<file path="src/rtl/pixel_out_pkg.sv">
// Shared definitions for the memory-mapped pixel output streamer.
// Holds register offsets, STATUS/CTRL bit positions and the FIFO entry layout.
package pixel_out_pkg;

    localparam logic [3:0] REG_DATA   = 4'h0;
    localparam logic [3:0] REG_STATUS = 4'h4;
    localparam logic [3:0] REG_CTRL   = 4'h8;

    localparam int unsigned ST_FULL_BIT   = 8;
    localparam int unsigned ST_EMPTY_BIT  = 9;
    localparam int unsigned ST_VALID_BIT  = 10;
    localparam int unsigned ST_FRAMES_LSB = 16;

    localparam int unsigned CTRL_EN_BIT    = 0;
    localparam int unsigned CTRL_FLUSH_BIT = 1;

    localparam int unsigned PIX_W         = 8;
    localparam int unsigned DATA_LAST_BIT = 8;
    localparam int unsigned ENTRY_W       = 9;
    localparam int unsigned FRAMES_W      = 8;

    typedef struct packed {
        logic             last;
        logic [PIX_W-1:0] pixel;
    } pix_entry_t;

endpackage

</file>
<file path="src/rtl/sync_fifo.sv">
// Synchronous first-word-fall-through FIFO with flush and level count.
// Push on full and pop on empty are ignored; flush wins over both.
module sync_fifo #(
    parameter int unsigned WIDTH = 9,
    parameter int unsigned DEPTH = 16,
    parameter int unsigned LVL_W = $clog2(DEPTH) + 1
) (
    input  logic             clk,
    input  logic             rst,
    input  logic             i_push,
    input  logic [WIDTH-1:0] i_din,
    input  logic             i_pop,
    input  logic             i_flush,
    output logic [WIDTH-1:0] o_head,
    output logic             o_full,
    output logic             o_empty,
    output logic [LVL_W-1:0] o_level
);

    localparam int unsigned AW = $clog2(DEPTH);

    logic [WIDTH-1:0] r_mem [DEPTH];
    logic [AW-1:0]    r_wr_ptr;
    logic [AW-1:0]    r_rd_ptr;
    logic [LVL_W-1:0] r_level;
    logic             w_push;
    logic             w_pop;

    assign o_full  = (r_level == LVL_W'(DEPTH));
    assign o_empty = (r_level == '0);
    assign o_level = r_level;
    assign o_head  = r_mem[r_rd_ptr];

    assign w_push = i_push && !o_full && !i_flush;
    assign w_pop  = i_pop && !o_empty && !i_flush;

    // Pointers wrap naturally because DEPTH is a power of two.
    always_ff @(posedge clk) begin
        if (rst) begin
            r_wr_ptr <= '0;
            r_rd_ptr <= '0;
            r_level  <= '0;
        end else if (i_flush) begin
            r_wr_ptr <= '0;
            r_rd_ptr <= '0;
            r_level  <= '0;
        end else begin
            if (w_push) r_wr_ptr <= r_wr_ptr + AW'(1);
            if (w_pop)  r_rd_ptr <= r_rd_ptr + AW'(1);
            case ({w_push, w_pop})
                2'b10:   r_level <= r_level + LVL_W'(1);
                2'b01:   r_level <= r_level - LVL_W'(1);
                default: r_level <= r_level;
            endcase
        end
    end

    always_ff @(posedge clk) begin
        if (w_push) r_mem[r_wr_ptr] <= i_din;
    end

endmodule

</file>
<file path="src/rtl/pixel_out_streamer.sv">
// CPU-written pixel bytes buffered in a FIFO and streamed out as valid/ready beats.
// Holds the bus decode, control register, output register stage and frames counter.
module pixel_out_streamer
    import pixel_out_pkg::*;
#(
    parameter int unsigned DEPTH = 16,
    parameter int unsigned LVL_W = $clog2(DEPTH) + 1
) (
    input  logic        clk,
    input  logic        rst,
    input  logic        mem_sel,
    input  logic [3:0]  mem_addr,
    input  logic [31:0] mem_wdata,
    input  logic [3:0]  mem_wstrb,
    output logic        mem_ready,
    output logic [31:0] mem_rdata,
    output logic [7:0]  out_pixel,
    output logic        out_last,
    output logic        out_valid,
    input  logic        out_ready
);

    logic                r_mem_ready;
    logic [31:0]         r_mem_rdata;
    logic                r_enable;
    logic                r_out_valid;
    logic [PIX_W-1:0]    r_out_pixel;
    logic                r_out_last;
    logic [FRAMES_W-1:0] r_frames;

    logic             w_is_write;
    logic             w_accept;
    logic             w_push;
    logic             w_flush;
    logic             w_load;
    logic             w_handshake;
    logic             w_ctrl_wr;
    logic [31:0]      w_rdata;
    logic             w_fifo_full;
    logic             w_fifo_empty;
    logic [LVL_W-1:0] w_level;
    pix_entry_t       w_din;
    pix_entry_t       w_head;
    logic             w_unused;

    assign w_is_write  = |mem_wstrb;
    // A DATA write to a full FIFO is held off; full is the pre-pop state.
    assign w_accept    = mem_sel && !r_mem_ready &&
                         !(w_is_write && (mem_addr == REG_DATA) && w_fifo_full);
    assign w_push      = w_accept && w_is_write && (mem_addr == REG_DATA);
    assign w_ctrl_wr   = w_accept && w_is_write && (mem_addr == REG_CTRL);
    assign w_flush     = w_ctrl_wr && mem_wdata[CTRL_FLUSH_BIT];
    assign w_handshake = r_out_valid && out_ready;
    assign w_load      = r_enable && !w_fifo_empty && (!r_out_valid || out_ready) && !w_flush;

    assign w_din.last  = mem_wdata[DATA_LAST_BIT];
    assign w_din.pixel = mem_wdata[PIX_W-1:0];
    assign w_unused    = ^mem_wdata[31:ENTRY_W];

    sync_fifo #(
        .WIDTH (ENTRY_W),
        .DEPTH (DEPTH),
        .LVL_W (LVL_W)
    ) u_fifo (
        .clk     (clk),
        .rst     (rst),
        .i_push  (w_push),
        .i_din   (w_din),
        .i_pop   (w_load),
        .i_flush (w_flush),
        .o_head  (w_head),
        .o_full  (w_fifo_full),
        .o_empty (w_fifo_empty),
        .o_level (w_level)
    );

    // Read mux; DATA, unmapped offsets and writes all return zero.
    always_comb begin
        w_rdata = '0;
        if (!w_is_write) begin
            case (mem_addr)
                REG_STATUS: begin
                    w_rdata[LVL_W-1:0]                           = w_level;
                    w_rdata[ST_FULL_BIT]                         = w_fifo_full;
                    w_rdata[ST_EMPTY_BIT]                        = w_fifo_empty;
                    w_rdata[ST_VALID_BIT]                        = r_out_valid;
                    w_rdata[ST_FRAMES_LSB +: FRAMES_W]           = r_frames;
                end
                REG_CTRL: w_rdata[CTRL_EN_BIT] = r_enable;
                default:  w_rdata = '0;
            endcase
        end
    end

    always_ff @(posedge clk) begin
        if (rst) begin
            r_mem_ready <= 1'b0;
            r_mem_rdata <= '0;
            r_enable    <= 1'b0;
        end else begin
            r_mem_ready <= w_accept;
            r_mem_rdata <= w_accept ? w_rdata : '0;
            if (w_ctrl_wr) r_enable <= mem_wdata[CTRL_EN_BIT];
        end
    end

    // Output stage: a pending beat holds until taken or flushed.
    always_ff @(posedge clk) begin
        if (rst) begin
            r_out_valid <= 1'b0;
            r_out_pixel <= '0;
            r_out_last  <= 1'b0;
        end else if (w_flush) begin
            r_out_valid <= 1'b0;
        end else if (w_load) begin
            r_out_valid <= 1'b1;
            r_out_pixel <= w_head.pixel;
            r_out_last  <= w_head.last;
        end else if (w_handshake) begin
            r_out_valid <= 1'b0;
        end
    end

    always_ff @(posedge clk) begin
        if (rst) begin
            r_frames <= '0;
        end else if (w_handshake && r_out_last) begin
            r_frames <= r_frames + FRAMES_W'(1);
        end
    end

    assign mem_ready = r_mem_ready;
    assign mem_rdata = r_mem_rdata;
    assign out_pixel = r_out_pixel;
    assign out_last  = r_out_last;
    assign out_valid = r_out_valid;

endmodule

</file>
<file path="config.mk">
export PLATFORM = sky130hd
export DESIGN_NAME = pixel_out_streamer
export DESIGN_NICKNAME = d
export VERILOG_FILES = /design/src/rtl/pixel_out_pkg.sv /design/src/rtl/sync_fifo.sv /design/src/rtl/pixel_out_streamer.sv
export SDC_FILE = /design/constraint.sdc
export NUM_CORES = 1
export LEC_CHECK = 0
export CORE_AREA = 2 2 127 129
export DETAILED_ROUTE_END_ITERATION = 8
export DIE_AREA = 0 0 129 131
export PLACE_DENSITY_LB_ADDON = 0.1
export SYNTH_ARGS = -nofsm -noshare
export SYNTH_HDL_FRONTEND = slang
export SYNTH_SLANG_ARGS = --single-unit
export TNS_END_PERCENT = 30
</file>
<file path="constraint.sdc">
create_clock -name clk -period 4.4 [get_ports clk]
set_clock_uncertainty 0.05 [all_clocks]
set_input_delay 0.88 -clock clk [delete_from_list [all_inputs] [get_ports clk]]
set_output_delay 0.88 -clock clk [all_outputs]
set_load 0.05 [all_outputs]
</file>
# Word-level counts from Yosys, hierarchy flattened
# Memory sizes are Yosys's and may differ from the RTL's. A register that Yosys moved wholly into a read port is not among the register bits.
# Index checks and enable logic that the tools add are counted.
dict set report op_classes {
  n_addsub 5
  multipliers 0
  div 0
  magnitude_cmp 0
  eq_ne 5
  shift 0
  n_mux 6
  n_bitwise 3
  n_reduce_logical 34
}
# operator count
set ops {}
lappend ops {{logical AND 1 bit} 17}
lappend ops {{case mux 5 bit (2 select lines)} 1}
lappend ops {{adder 4 x 1 -> 4 bit (second input constant)} 2}
lappend ops {{adder 8 x 1 -> 8 bit (second input constant)} 1}
lappend ops {{OR reduction 7 bit} 1}
lappend ops {{logical NOT 1 bit} 6}
lappend ops {{OR reduction 6 bit} 1}
lappend ops {{adder 5 x 1 -> 5 bit (second input constant)} 1}
lappend ops {{== test 5 bit (second input constant)} 1}
lappend ops {{logical NOT 5 bit} 1}
lappend ops {{subtractor 5 x 1 -> 5 bit (second input constant)} 1}
lappend ops {{== test 4 x 3 -> 1 bit (second input constant)} 1}
lappend ops {{== test 4 bit (second input constant)} 1}
lappend ops {{logical NOT 4 bit} 1}
lappend ops {{two-way mux 1 bit} 4}
lappend ops {{nonzero test 2 bit} 2}
lappend ops {{OR reduction 2 bit} 2}
lappend ops {{OR reduction 4 bit} 1}
lappend ops {{inverter 1 bit} 3}
lappend ops {{== test 2 x 1 -> 1 bit (second input constant)} 1}
lappend ops {{== test 2 bit (second input constant)} 1}
lappend ops {{case mux 1 bit (2 select lines)} 1}
lappend ops {{AND reduction 2 bit} 1}
lappend ops {{logical OR 1 bit} 1}
dict set report totals {
  regBits 56
  latch_bits 0
  mem_bits_rw 144
  rom_bits 0
  input_bits 44
  out_inout_bits 43
  word_cells 64
  memories 1
}
# name depth word_bits read_ports rd_ports_with_merged_regs write_ports line
set mem_list {}
lappend mem_list {u_fifo.r_mem 16 9 1 1 1 sync_fifo.sv:22} ;# logic [WIDTH-1:0] r_mem [DEPTH];

# Logic depth before layout (Yosys ltp)
# Gate-level depths: netlist of the first run.
dict set report logic_depth {
  depth_word 14
  depth_mapped 12
  depth_no_buf 11
}

# Hierarchy
# A second synthesis of the first run with hierarchy kept.
dict set report hier_totals {
  cells_unflattened 475
  hier_area_um2 8106.5
}
# module instances cells_per_inst area_each_um2 seq_area_each_um2
set by_module_without_submodules {}
lappend by_module_without_submodules {sync_fifo 1 326 6567.5 4664.5}
lappend by_module_without_submodules {pixel_out_streamer 1 149 1539.0 720.7}

# Least setup slack after synthesis of the first run
# Ideal clock, no wire load.
dict set report synth_path {
  path_type {input-to-reg}
  from {in mem_addr[1]}
  to {reg u_fifo.r_level[4], in the netlist u_fifo.o_level[4]}
  setup_time_ns 0.070
  arrival_ns 3.378
  required_time_ns 4.280
  setup_slack_ns 0.903
  stages 12
  path_buffers 1
  path_cell_list {or3_4 > nor4_2 > and2_1 > buf_4 > inv_1 > ha_1 > fa_1 > a21o_1 > a21oi_1 > xor2_1 > or3_1 > a21oi_1}
}
dict set report synth_between {
  elab_chain_len 14
  word_cells_on_any_way 21
  cone_classes {3 x eq/ne; 1 x mux; 17 x reduce/logical}
}
# element line
set synth_lines {}
lappend synth_lines {{from (decl)} pixel_out_streamer.sv:12} ;# input logic [3:0] mem_addr,
lappend synth_lines {{logical NOT 4 bit} {pixel_out_streamer.sv:49, pixel_out_streamer.sv:50}}
lappend synth_lines {{logical AND 1 bit (2 in series)} pixel_out_streamer.sv:49} ;# !(w_is_write && (mem_addr == REG_DATA) && w_fifo_full);
lappend synth_lines {{logical NOT 1 bit} pixel_out_streamer.sv:49}
lappend synth_lines {{logical AND 1 bit} pixel_out_streamer.sv:48} ;# assign w_accept = mem_sel && !r_mem_ready &&
lappend synth_lines {{logical AND 1 bit} {pixel_out_streamer.sv:50, pixel_out_streamer.sv:51}}
lappend synth_lines {{logical AND 1 bit} pixel_out_streamer.sv:51} ;# assign w_ctrl_wr = w_accept && w_is_write && (mem_addr == REG_CTRL);
lappend synth_lines {{logical AND 1 bit} pixel_out_streamer.sv:52} ;# assign w_flush = w_ctrl_wr && mem_wdata[CTRL_FLUSH_BIT];
lappend synth_lines {{logical NOT 1 bit} {sync_fifo.sv:34, sync_fifo.sv:35, pixel_out_streamer.sv:54}}
lappend synth_lines {{logical AND 1 bit} pixel_out_streamer.sv:54} ;# assign w_load = r_enable && !w_fifo_empty && (!r_out_valid || out_ready) && !w_flush;
lappend synth_lines {{logical AND 1 bit (2 in series)} sync_fifo.sv:35} ;# assign w_pop = i_pop && !o_empty && !i_flush;
lappend synth_lines {{== test 2 x 1 -> 1 bit or == test 2 bit (tied branches)} sync_fifo.sv:50} ;# case ({w_push, w_pop})
lappend synth_lines {{case mux 5 bit (2 select lines) or nonzero test 2 bit (tied branches)} n/a}
lappend synth_lines {{to (signal assigned)} sync_fifo.sv:51} ;# 2'b10: r_level <= r_level + LVL_W'(1);
lappend synth_lines {{to (signal assigned)} sync_fifo.sv:52} ;# 2'b01: r_level <= r_level - LVL_W'(1);
lappend synth_lines {{to (signal assigned)} sync_fifo.sv:53} ;# default: r_level <= r_level;
lappend synth_lines {{to (decl)} sync_fifo.sv:25} ;# logic [LVL_W-1:0] r_level;
# Several ways; a longest one is shown, not always the timed one.
# A chain may end at the register's enable or synchronous reset.

# Final worst setup path of the first run
# Ends and elaborated chain as after synthesis.

==> results.py, run 1 <==
metrics = {
    "status": {
        "status": "complete, no violations",
    },
    "clocking": {
        "cts_buffer_depth": 2,
        "clock_sinks": 193,
        "clkSlewWorstSetupHoldPaths_ns": 0.07,
        "holdBufCountCts": 0,
        "cts_resized": 0,
        "clk_latency_ns": 0.42,
        "cts_tree": "built",
        "numCtsBuffers": 17,
        "htreeDepth": 4,
        "cts_root_buffer": "clkbuf_16",
        "post-cts-setup-buffer-count": 0,
    },
    "synth": {
        "ys_async_sr_fraction": 0,
        "yosys-top-cells-count": "edfxtp_1 (144), dfxtp_1 (49), nor2_1 (44), mux4_2 (36), buf_4 (20)",
        "synth-edff-count": 144,
        "netlist_area_sq_mm": 0.00763,
        "ys_types": 44,
        "synth.avg_cell_area_sq_um": 16.6,
        "synth_ff_type": "edfxtp_1",
        "post-synth-top-count-cell": "edfxtp_1",
        "ys_warn_count": 0,
        "ys_ff_latch": 193,
        "yosys.area.top_type": "edfxtp_1",
        "synth_seq_area_share": 0.696,
        "syn_inst": 460,
        "ys_top_cells_by_area": "edfxtp_1 (57%), dfxtp_1 (13%), mux4_2 (11%)",
        "netlist.area_leader.share": 0.567,
    },
    "cells_and_area": {
        "syn_to_final_growth_pct": 17.8,
        "layout.nets": 582,
        "final_util": 0.576,
        "fill_cells": 1172,
        "drive_above_1_share": 0.193,
        "n_antenna_cell": 0,
    },
    "worst_setup_path": {
        "reg2reg_setup_slack_ns": 1.31,
        "start_kind": "primary input",
        "crit_fanout": 5,
        "cp.depth": 12,
        "end_kind": "flop",
        "reg2regPathDepth": 10,
        "slowest_delay_ns": 0.42,
        "arrival_ns": 3.92,
        "worst_path_max_delay_cell": "clkdlybuf4s50_1",
        "cpMostUsedCell": "a21oi_1",
        "critPathBufInv": 2,
        "endpoint": "u_fifo.o_level[4]",
        "worstReg2RegEnd": "u_fifo.o_level[4]",
        "crit_family": "simple AND/OR/NAND/NOR gates",
        "crit_start": "mem_addr[1]",
        "r2r-start": "u_fifo.o_level[0]",
        "critPathKind": "primary input to flop",
        "crit_required_ns": 4.70,
        "path_cells": "clkdlybuf4s50_1, or3_4, nor4_2, and2_1, inv_1, ha_1, fa_1, a21o_1, a21oi_1, xor2_1, or3_1, a21oi_1",
    },
    "detailed_routing": {
        "via_per_inst": 5.30,
        "ant_nets": 0,
        "dr_wl_met3_microns": 726,
        "wire_per_inst_microns": 19.0,
        "wirelength_mm": 14.4,
        "dr.pass1.iters": 4,
        "routed.top_layer": "met4",
        "first_iter_violations": 217,
        "drc": 0,
        "met2_wirelength_mm": 6.95,
        "vias": 4009,
        "met1_length_mm": 6.29,
    },
    "timing": {
        "fmax_ghz": 0.276,
        "period_share": 0.824,
        "hold_slack_ns": 0.429,
        "rsz0062_at_grt": "no",
        "setup_viol_count_final": 0,
        "final_max_slew_viol_count": 0,
        "tightestPinTransition_ns": 1.05,
        "setup_tns_ns": 0,
        "relSlewSlack": 0.297,
        "hold_viol": 0,
        "min_period_ns": 3.62,
    },
    "power": {
        "leakagePower_nw": 3.01,
        "cellPowerDensity_mw_per_mm2": 399,
        "swShare": 0.196,
        "p_seq_frac": 0.546,
        "intPower_mw": 2.88,
        "p_switching_uw": 703,
        "vdd_ir_drop_max_v": 0.000258,
        "p_clk_frac": 0.429,
        "p_comb_frac": 0.025,
    },
    "floorplan": {
        "die_width_microns": 129,
        "dieArea_sq_mm": 0.0169,
        "std_cell_rows": 46,
        "die_height_microns": 131,
        "coreArea_sq_mm": 0.0156,
        "pin_count": 87,
        "initial_core_util": 0.489,
    },
    "job": {
        "cap_viol_max_count": 0,
    },
    "global_route": {
        "first_global_vias": 3940,
        "antenna_found_initial": 0,
        "grt_use_total": 0.182,
        "gr-total-overflow": 0,
        "grt_pass1_wl_mm": 22.1,
        "grt_max_degree": 39,
    },
    "placement": {
        "io_buffers": 47,
        "gp_congestion": 0.785,
        "place_hpwl_mm": 9.18,
    },
    "worst_hold_path": {
        "hold_class": "flop to flop",
    },
}
## area by class of cell
class | count | area [sq um] | area share
clock buffer | 22 | 518 | 0.0577
clock inverter | 10 | 91.3 | 0.0102
inverter | 4 | 15.0 | 0.00167
multi-input combinational | 240 | 2130 | 0.237
sequential | 193 | 5310 | 0.591
tap | 216 | 270 | 0.0301
timing repair buffer | 71 | 651 | 0.0724
## layout by cell type (no fill, tap or decap), drive strengths merged, types with 2 or more instances in the layout
cell             n
edfxtp         144
dfxtp           49
clkdlybuf4s50   47
nor2            44
mux4            36
buf             24
clkbuf          22
a22oi           18
nand2           17
conb            16
and2            15
mux2i           14
xor2            10
ha              10
a21oi            9
inv              8
xnor2            6
nor3             6
nand3            5
clkinv           5
nor4             5
nand2b           4
and3             3
nor2b            3
or3              3
nand4            2
nand3b           2
o21ai            2
a21o             2
nor3b            2
## routing by layer
layer	up-vias	GRT usage
met4	0	0.0876
met5	-	0
met3	25	0.0366
met2	117	0.291
met1	2015	0.242
li1	1852	-
## registers in the layout, summed over array words and instances (netlist names)
name,count
out_pixel,8
r_enable,1
u_fifo.r_wr_ptr,4
u_fifo.r_mem,144
r_frames,8
u_fifo.r_rd_ptr,4
mem_ready,1
out_valid,1
out_last,1
u_fifo.o_level,5
mem_rdata,16
## power groups by stage
stage                     sequential [mW]  combinational (mW)  clock [mW]
after global routing                 1.95              0.0979        1.64
final                                1.95              0.0904        1.54
after CTS                            1.95              0.0916        1.57
after global placement               1.99              0.0895           0
after detailed placement             1.99              0.0915           0
after floorplan                      2.00              0.0553           0
## cell families after synthesis
family                     count (synthesis)  share of synthesized area
adders and majority gates                 11                     0.0190
DFF                                      193                      0.696
xor gates and xnor gates                  16                     0.0184
AOI/OAI and AO/OA                         34                     0.0326
muxes                                     50                      0.125
and+or+nand+nor                          113                     0.0769
buffers and inverters                     42                     0.0323
other                                      1                   0.000492
## how the worst min path moves through the flow
stage,startpoint,to,cells past startpoint
after floorplan,r_frames[7],mem_rdata[23],1
after global placement,r_frames[7],mem_rdata[23],1
after detailed placement,r_frames[7],mem_rdata[23],1
after CTS,r_frames[7],mem_rdata[23],1
after global routing,r_frames[7],mem_rdata[23],1
final,r_frames[7],mem_rdata[23],1
## metrics by stage
stage | cell area (sq um) | std cells | power, mW | worst slack (ns)
after global placement | 8370 | 724 | 2.08 | 0.377
final | 8980 | 756 | 3.58 | 0.776
after CTS | 8980 | 756 | 3.62 | 0.773
after floorplan | 7680 | 475 | 2.05 | 0.903
after detailed placement | 8370 | 724 | 2.09 | 0.336
after global routing | 8980 | 756 | 3.69 | 0.543
Note: power is estimated with default switching activity, not from simulation.
==> run 2, diff against run 1 <==
==> constraint.sdc (replaced) <==
create_clock -name clk -period 3.6 [get_ports clk]
set_clock_uncertainty 0.05 [all_clocks]
set_input_delay 0.72 -clock clk [delete_from_list [all_inputs] [get_ports clk]]
set_output_delay 0.72 -clock clk [all_outputs]
set_load 0.05 [all_outputs]
==> results.py, run 2 (synthesis gave the netlist of run 1 again) <==
metrics = {
    "status": {
        "status": "complete, no violations",
    },
    "power": {
        "cellPowerDensity_mw_per_mm2": 476,
        "total_power_mw": 4.28,
        "vdd_ir_drop_max_v": 0.000313,
        "leakagePower_nw": 3.00,
    },
    "detailed_routing": {
        "met2_wirelength_mm": 7.22,
        "wirelength_mm": 14.8,
        "drc": 0,
        "dr_wl_met3_microns": 496,
        "routed.top_layer": "met4",
        "first_iter_violations": 183,
        "vias": 4017,
        "ant_nets": 0,
        "dr.pass1.iters": 4,
        "met1_length_mm": 6.71,
        "via_per_inst": 5.29,
        "wire_per_inst_microns": 19.4,
    },
    "placement": {
        "post-place-ws_ns": -0.163,
        "io_buffers": 47,
        "place_hpwl_mm": 9.30,
        "gp_congestion": 0.801,
    },
    "worst_setup_path": {
        "worstReg2RegEnd": "u_fifo.o_level[4]",
        "crit_start": "mem_addr[1]",
        "path_cells": "clkdlybuf4s50_1, or3_4, nor4_2, and2_1, inv_1, ha_1, fa_1, a21o_1, a21oi_1, xor2_1, or3_1, a21oi_1",
        "r2r-start": "u_fifo.o_level[0]",
        "reg2reg_setup_slack_ns": 0.56,
        "crit_fanout": 4,
        "critPathKind": "primary input to flop",
        "end_kind": "flop",
        "crit_required_ns": 3.91,
        "cpMostUsedCell": "a21oi_1",
        "endpoint": "u_fifo.o_level[4]",
        "reg2regPathDepth": 10,
        "arrival_ns": 3.64,
        "slowest_delay_ns": 0.42,
        "worst_path_max_delay_cell": "clkdlybuf4s50_1",
        "start_kind": "primary input",
    },
    "worst_hold_path": {
        "hold_class": "flop to flop",
        "holdCritStartpoint": "r_frames[7]",
    },
    "timing": {
        "relSlewSlack": 0.430,
        "setup_tns_ns": 0,
        "hold_slack_ns": 0.437,
        "rsz0062_at_grt": "no",
        "fmax_ghz": 0.300,
        "min_period_ns": 3.33,
        "hold_viol": 0,
        "period_share": 0.925,
        "fin_ws_ns": 0.271,
        "setup_viol_count_final": 0,
        "tightestPinTransition_ns": 0.852,
        "final_max_slew_viol_count": 0,
    },
    "clocking": {
        "clock_sinks": 193,
        "cts_tree": "built",
        "cts_resized": 0,
        "post-cts-setup-buffer-count": 0,
        "clk_latency_ns": 0.43,
        "holdBufCountCts": 0,
        "clkSlewWorstSetupHoldPaths_ns": 0.06,
        "cts_root_buffer": "clkbuf_16",
        "htreeDepth": 4,
        "cts_buffer_depth": 2,
        "numCtsBuffers": 17,
    },
    "cells_and_area": {
        "most-common-layout-cells": "edfxtp_1 (144), dfxtp_1 (48), clkdlybuf4s50_1 (47), nor2_1 (44), mux4_2 (36)",
        "mostFrequentLayoutCell": "edfxtp_1",
        "regMostFlops": "u_fifo.r_mem",
        "fill_cells": 1220,
        "n_antenna_cell": 0,
        "largest_reg_flops": 144,
        "syn_to_final_growth_pct": 17.7,
        "layout.nets": 588,
        "drive_above_1_share": 0.193,
    },
    "global_route": {
        "first_global_vias": 4015,
        "grt_max_degree": 40,
        "antenna_found_initial": 0,
        "grt_use_total": 0.188,
        "grt_pass1_wl_mm": 22.6,
        "gr-total-overflow": 0,
    },
    "floorplan": {
        "coreArea_sq_mm": 0.0156,
        "pin_count": 87,
        "die_height_microns": 131,
        "die_width_microns": 129,
        "std_cell_rows": 46,
        "initial_core_util": 0.489,
        "dieArea_sq_mm": 0.0169,
    },
    "job": {
        "cap_viol_max_count": 0,
    },
}
==> run 2: cell count changes in the layout (fill, tap and decap cells not counted), moves of 2 or more <==
cell       change
clkbuf_16      -3
buf_4          +5
clkbuf_1       +2
inv_4          -2
clkinv_2       -2
==> run 2: how the worst min path moves through the flow <==
| stage | end | slack [ns] | depth (start not counted) |
|---|---|---|---|
| after floorplan | mem_rdata[23] | 0.40 | 1 |
| after global placement | mem_rdata[23] | 0.42 | 1 |
| after detailed placement | mem_rdata[23] | 0.43 | 1 |
| after CTS | mem_rdata[23] | 0.44 | 1 |
| after global routing | mem_rdata[23] | 0.45 | 1 |
| final | mem_rdata[23] | 0.44 | 1 |
==> run 2: report_power, final <==
| part | switching, mW | total, mW | internal (mW) |
|---|---|---|---|
| sequential | 0.00150 | 2.39 | 2.39 |
| combinational | 0.0832 | 0.114 | 0.0310 |
| clock | 0.761 | 1.77 | 1.01 |
| total | 0.846 | 4.28 | 3.43 |
==> run 2: layout make-up <==
type | count | area (sq um) | share of cell area
timing repair buffer | 77 | 708 | 0.0789
inverter | 4 | 15.0 | 0.00167
sequential | 193 | 5310 | 0.591
clock buffer | 20 | 437 | 0.0486
tap | 216 | 270 | 0.0301
clock inverter | 10 | 113 | 0.0125
multi-input combinational | 240 | 2130 | 0.237
==> run 2: through the flow <==
| stage | std cells | area (sq um) | util |
|---|---|---|---|
| after detailed placement | 730 | 8430 | 0.541 |
| final | 760 | 8980 | 0.576 |
| after floorplan | 475 | 7680 | - |
| after CTS | 760 | 8980 | 0.576 |
| after global placement | 730 | 8430 | 0.541 |
| after global routing | 760 | 8980 | 0.576 |
==> run 2: critical path, delay by kind of cell <==
kind            cells  cell delay, ns
buf+inv             2            0.47
fa+ha+maj           2            0.62
compound gates      3            0.50
xor+xnor            1            0.09
simple gates        4            1.23
==> run 2: metal layers <==
metal	vias to the layer above	track usage
met4	0	0.0857
met5	-	0
met2	101	0.309
met3	25	0.0399
met1	2033	0.245
li1	1858	-
==> run 3, diff against run 2 <==
--- a/config.mk
+++ b/config.mk
@@ -5,11 +5,14 @@
 export SDC_FILE = /design/constraint.sdc
 export NUM_CORES = 1
 export LEC_CHECK = 0
-export CORE_AREA = 2 2 127 129
+export CELL_PAD_IN_SITES_DETAIL_PLACEMENT = 1
+export CELL_PAD_IN_SITES_GLOBAL_PLACEMENT = 2
+export CORE_AREA = 2 2 142 144
 export DETAILED_ROUTE_END_ITERATION = 8
-export DIE_AREA = 0 0 129 131
+export DIE_AREA = 0 0 144 146
 export PLACE_DENSITY_LB_ADDON = 0.1
 export SYNTH_ARGS = -nofsm -noshare
 export SYNTH_HDL_FRONTEND = slang
+export SYNTH_HIERARCHICAL = 1
 export SYNTH_SLANG_ARGS = --single-unit
 export TNS_END_PERCENT = 30
==> results.py, run 3 <==
metrics = {
    "status": {
        "status": "complete, no violations",
    },
    "worst_setup_path": {
        "crit_required_ns": 3.93,
        "critPathKind": "primary input to flop",
        "crit_fanout": 11,
        "r2r-start": "u_fifo/o_level[1]",
        "crit_start": "mem_addr[1]",
        "end_kind": "flop",
        "start_kind": "primary input",
        "reg2regPathDepth": 12,
        "reg2reg_setup_slack_ns": 0.57,
        "worstReg2RegEnd": "u_fifo/o_level[4]",
        "arrival_ns": 3.52,
    },
    "synth": {
        "synth_compound_area_frac": 0.0139,
        "synth_seq_area_share": 0.664,
        "synth-edff-count": 144,
        "ys_ff_latch": 197,
        "synth.avg_cell_area_sq_um": 17.1,
        "synth_top_family_by_area": "multiplexers",
        "synth-adder-area-share": 0.0139,
        "yosys.area.top_type": "edfxtp_1",
        "synth_ff_type": "edfxtp_1",
        "synthSimpleGateAreaFrac": 0.0966,
        "synth_mux_area_frac": 0.156,
        "netlist.area_leader.share": 0.533,
        "yosys-top-cells-count": "edfxtp_1 (144), dfxtp_1 (53), nor2_1 (41), mux4_1 (32), nand2b_1 (22)",
        "ys_warn_count": 6,
        "ys_async_sr_fraction": 0,
        "ys_types": 53,
        "post-synth-top-count-cell": "edfxtp_1",
        "synth-xor-area-share": 0.0194,
        "netlist_area_sq_mm": 0.00811,
        "ys_top_cells_by_area": "edfxtp_1 (53%), dfxtp_1 (13%), mux4_1 (10%)",
        "syn_inst": 475,
    },
    "job": {
        "cap_viol_max_count": 0,
    },
    "floorplan": {
        "std_cell_rows": 51,
        "initial_core_util": 0.419,
        "pin_count": 87,
        "dieArea_sq_mm": 0.0210,
        "die_height_microns": 146,
        "die_width_microns": 144,
        "coreArea_sq_mm": 0.0193,
    },
    "timing": {
        "final_max_slew_viol_count": 0,
        "hold_viol": 0,
        "setup_viol_count_final": 0,
        "min_period_ns": 3.18,
        "relSlewSlack": 0.530,
        "tightestPinTransition_ns": 0.704,
        "rsz0062_at_grt": "no",
        "period_share": 0.885,
        "setup_tns_ns": 0,
        "fmax_ghz": 0.314,
    },
    "detailed_routing": {
        "drc": 0,
        "dr.pass1.iters": 4,
        "ant_nets": 0,
        "vias": 4154,
        "first_iter_violations": 221,
        "via_per_inst": 5.02,
        "wire_per_inst_microns": 19.5,
        "wirelength_mm": 16.1,
    },
    "clocking": {
        "clock_sinks": 197,
        "clkSlewWorstSetupHoldPaths_ns": 0.08,
        "numCtsBuffers": 17,
        "cts_resized": 0,
        "holdBufCountCts": 0,
        "cts_root_buffer": "clkbuf_16",
        "post-cts-setup-buffer-count": 0,
        "htreeDepth": 4,
        "cts_tree": "built",
        "cts_buffer_depth": 2,
        "clk_latency_ns": 0.43,
    },
    "placement": {
        "placed_area_sq_mm": 0.00896,
        "gp_congestion": 0.755,
        "place_hpwl_mm": 10.8,
        "io_buffers": 47,
    },
    "worst_hold_path": {
        "hold_class": "flop to flop",
        "hold_path_end": "mem_rdata[23]",
        "min_path_cells": 1,
        "holdCritStartpoint": "r_frames[7]",
    },
    "cells_and_area": {
        "n_antenna_cell": 0,
        "most-common-layout-cells": "edfxtp_1 (144), dfxtp_1 (52), clkdlybuf4s50_1 (47), nor2_1 (41), buf_4 (35)",
        "layout.nets": 603,
        "final_area_sq_mm": 0.00958,
        "multiInputGateArea_sq_mm": 0.00249,
        "mostFrequentLayoutCell": "edfxtp_1",
        "final_util": 0.496,
        "drive_above_1_share": 0.160,
        "regMostFlops": "u_fifo/r_mem",
        "largest_reg_flops": 144,
        "regArea_sq_mm": 0.00539,
        "fill_cells": 1865,
        "syn_to_final_growth_pct": 18.2,
    },
    "power": {
        "p_seq_frac": 0.542,
        "p_switching_mw": 1.02,
        "vdd_ir_drop_max_v": 0.000382,
        "leakagePower_nw": 3.21,
        "swShare": 0.227,
        "cellPowerDensity_mw_per_mm2": 468,
        "intPower_mw": 3.47,
        "p_comb_frac": 0.028,
        "p_clk_frac": 0.431,
    },
    "global_route": {
        "antenna_found_initial": 0,
        "first_global_vias": 4400,
        "grt_pass1_wl_mm": 25.2,
        "grt_max_degree": 37,
        "grt_use_total": 0.163,
        "gr-total-overflow": 0,
    },
}
## run 3: through the flow
step | hold WS (ns) | setup slack [ns] | power [mW] | cells
after floorplan | 0.374 | 0.00560 | 2.56 | 490
after global placement | 0.412 | 0.00714 | 2.60 | 796
after detailed placement | 0.421 | -0.0195 | 2.61 | 796
after CTS | 0.438 | 0.442 | 4.54 | 828
after global routing | 0.464 | 0.256 | 4.63 | 828
final | 0.437 | 0.416 | 4.49 | 828
## run 3: power by group through the flow
stage          Clock [mW]  Combinational (mW)  Sequential [mW]
6_report             1.93               0.124             2.43
3_5_place_dp            0               0.125             2.48
4_1_cts              1.98               0.126             2.43
5_1_grt              2.07               0.135             2.43
3_3_place_gp            0               0.121             2.48
2_1_floorplan           0              0.0745             2.49
## run 3: worst max-delay path by stage
stage	end	slack (ns)	cells past startpoint
after floorplan	u_fifo/o_level[2]	0.006	14
after global placement	u_fifo/o_level[4]	0.007	12
after detailed placement	u_fifo/o_level[4]	-0.02	12
after CTS	u_fifo/o_level[4]	0.44	12
after global routing	u_fifo/o_level[4]	0.26	13
final	u_fifo/o_level[4]	0.42	12
## run 3: critical path, cell delays in order
cell	delay, ns
clkdlybuf4s50_1	0.42
or3_4	0.43
and4bb_2	0.33
inv_1	0.08
a211oi_4	0.22
inv_1	0.07
ha_1	0.22
buf_4	0.18
or4_1	0.51
a21oi_1	0.17
a31oi_1	0.06
nand3b_1	0.10
## run 3: logic make-up (layout without fill, tap and decap cells)
family / after synthesis / after routing
XOR/XNOR: 18 / 18
adder cells (fa/ha/maj): 9 / 9
AO/OA/AOI/OAI: 15 / 15
AND/OR/NAND/NOR: 131 / 131
multiplexers: 58 / 58
flip-flops: 197 / 197
buffers and inverters: 46 / 119
other: 1 / 16
## run 3: per-layer routing
metal / GRT usage / vias to the layer above / share of wire
li1: - / 1946 / -
met1: 0.214 / 2119 / 0.46
met2: 0.271 / 75 / 0.50
met3: 0.0346 / 14 / 0.027
met4: 0.0485 / 0 / 0.012
met5: 0 / - / 0
## run 3: area by class of cell
class | count | area share
Clock buffer | 18 | 0.0448
Timing Repair Buffer | 82 | 0.0765
Multi-Input combinational cell | 247 | 0.260
Sequential cell | 197 | 0.562
Tap cell | 265 | 0.0346
Inverter | 5 | 0.00196
Clock inverter | 14 | 0.0195
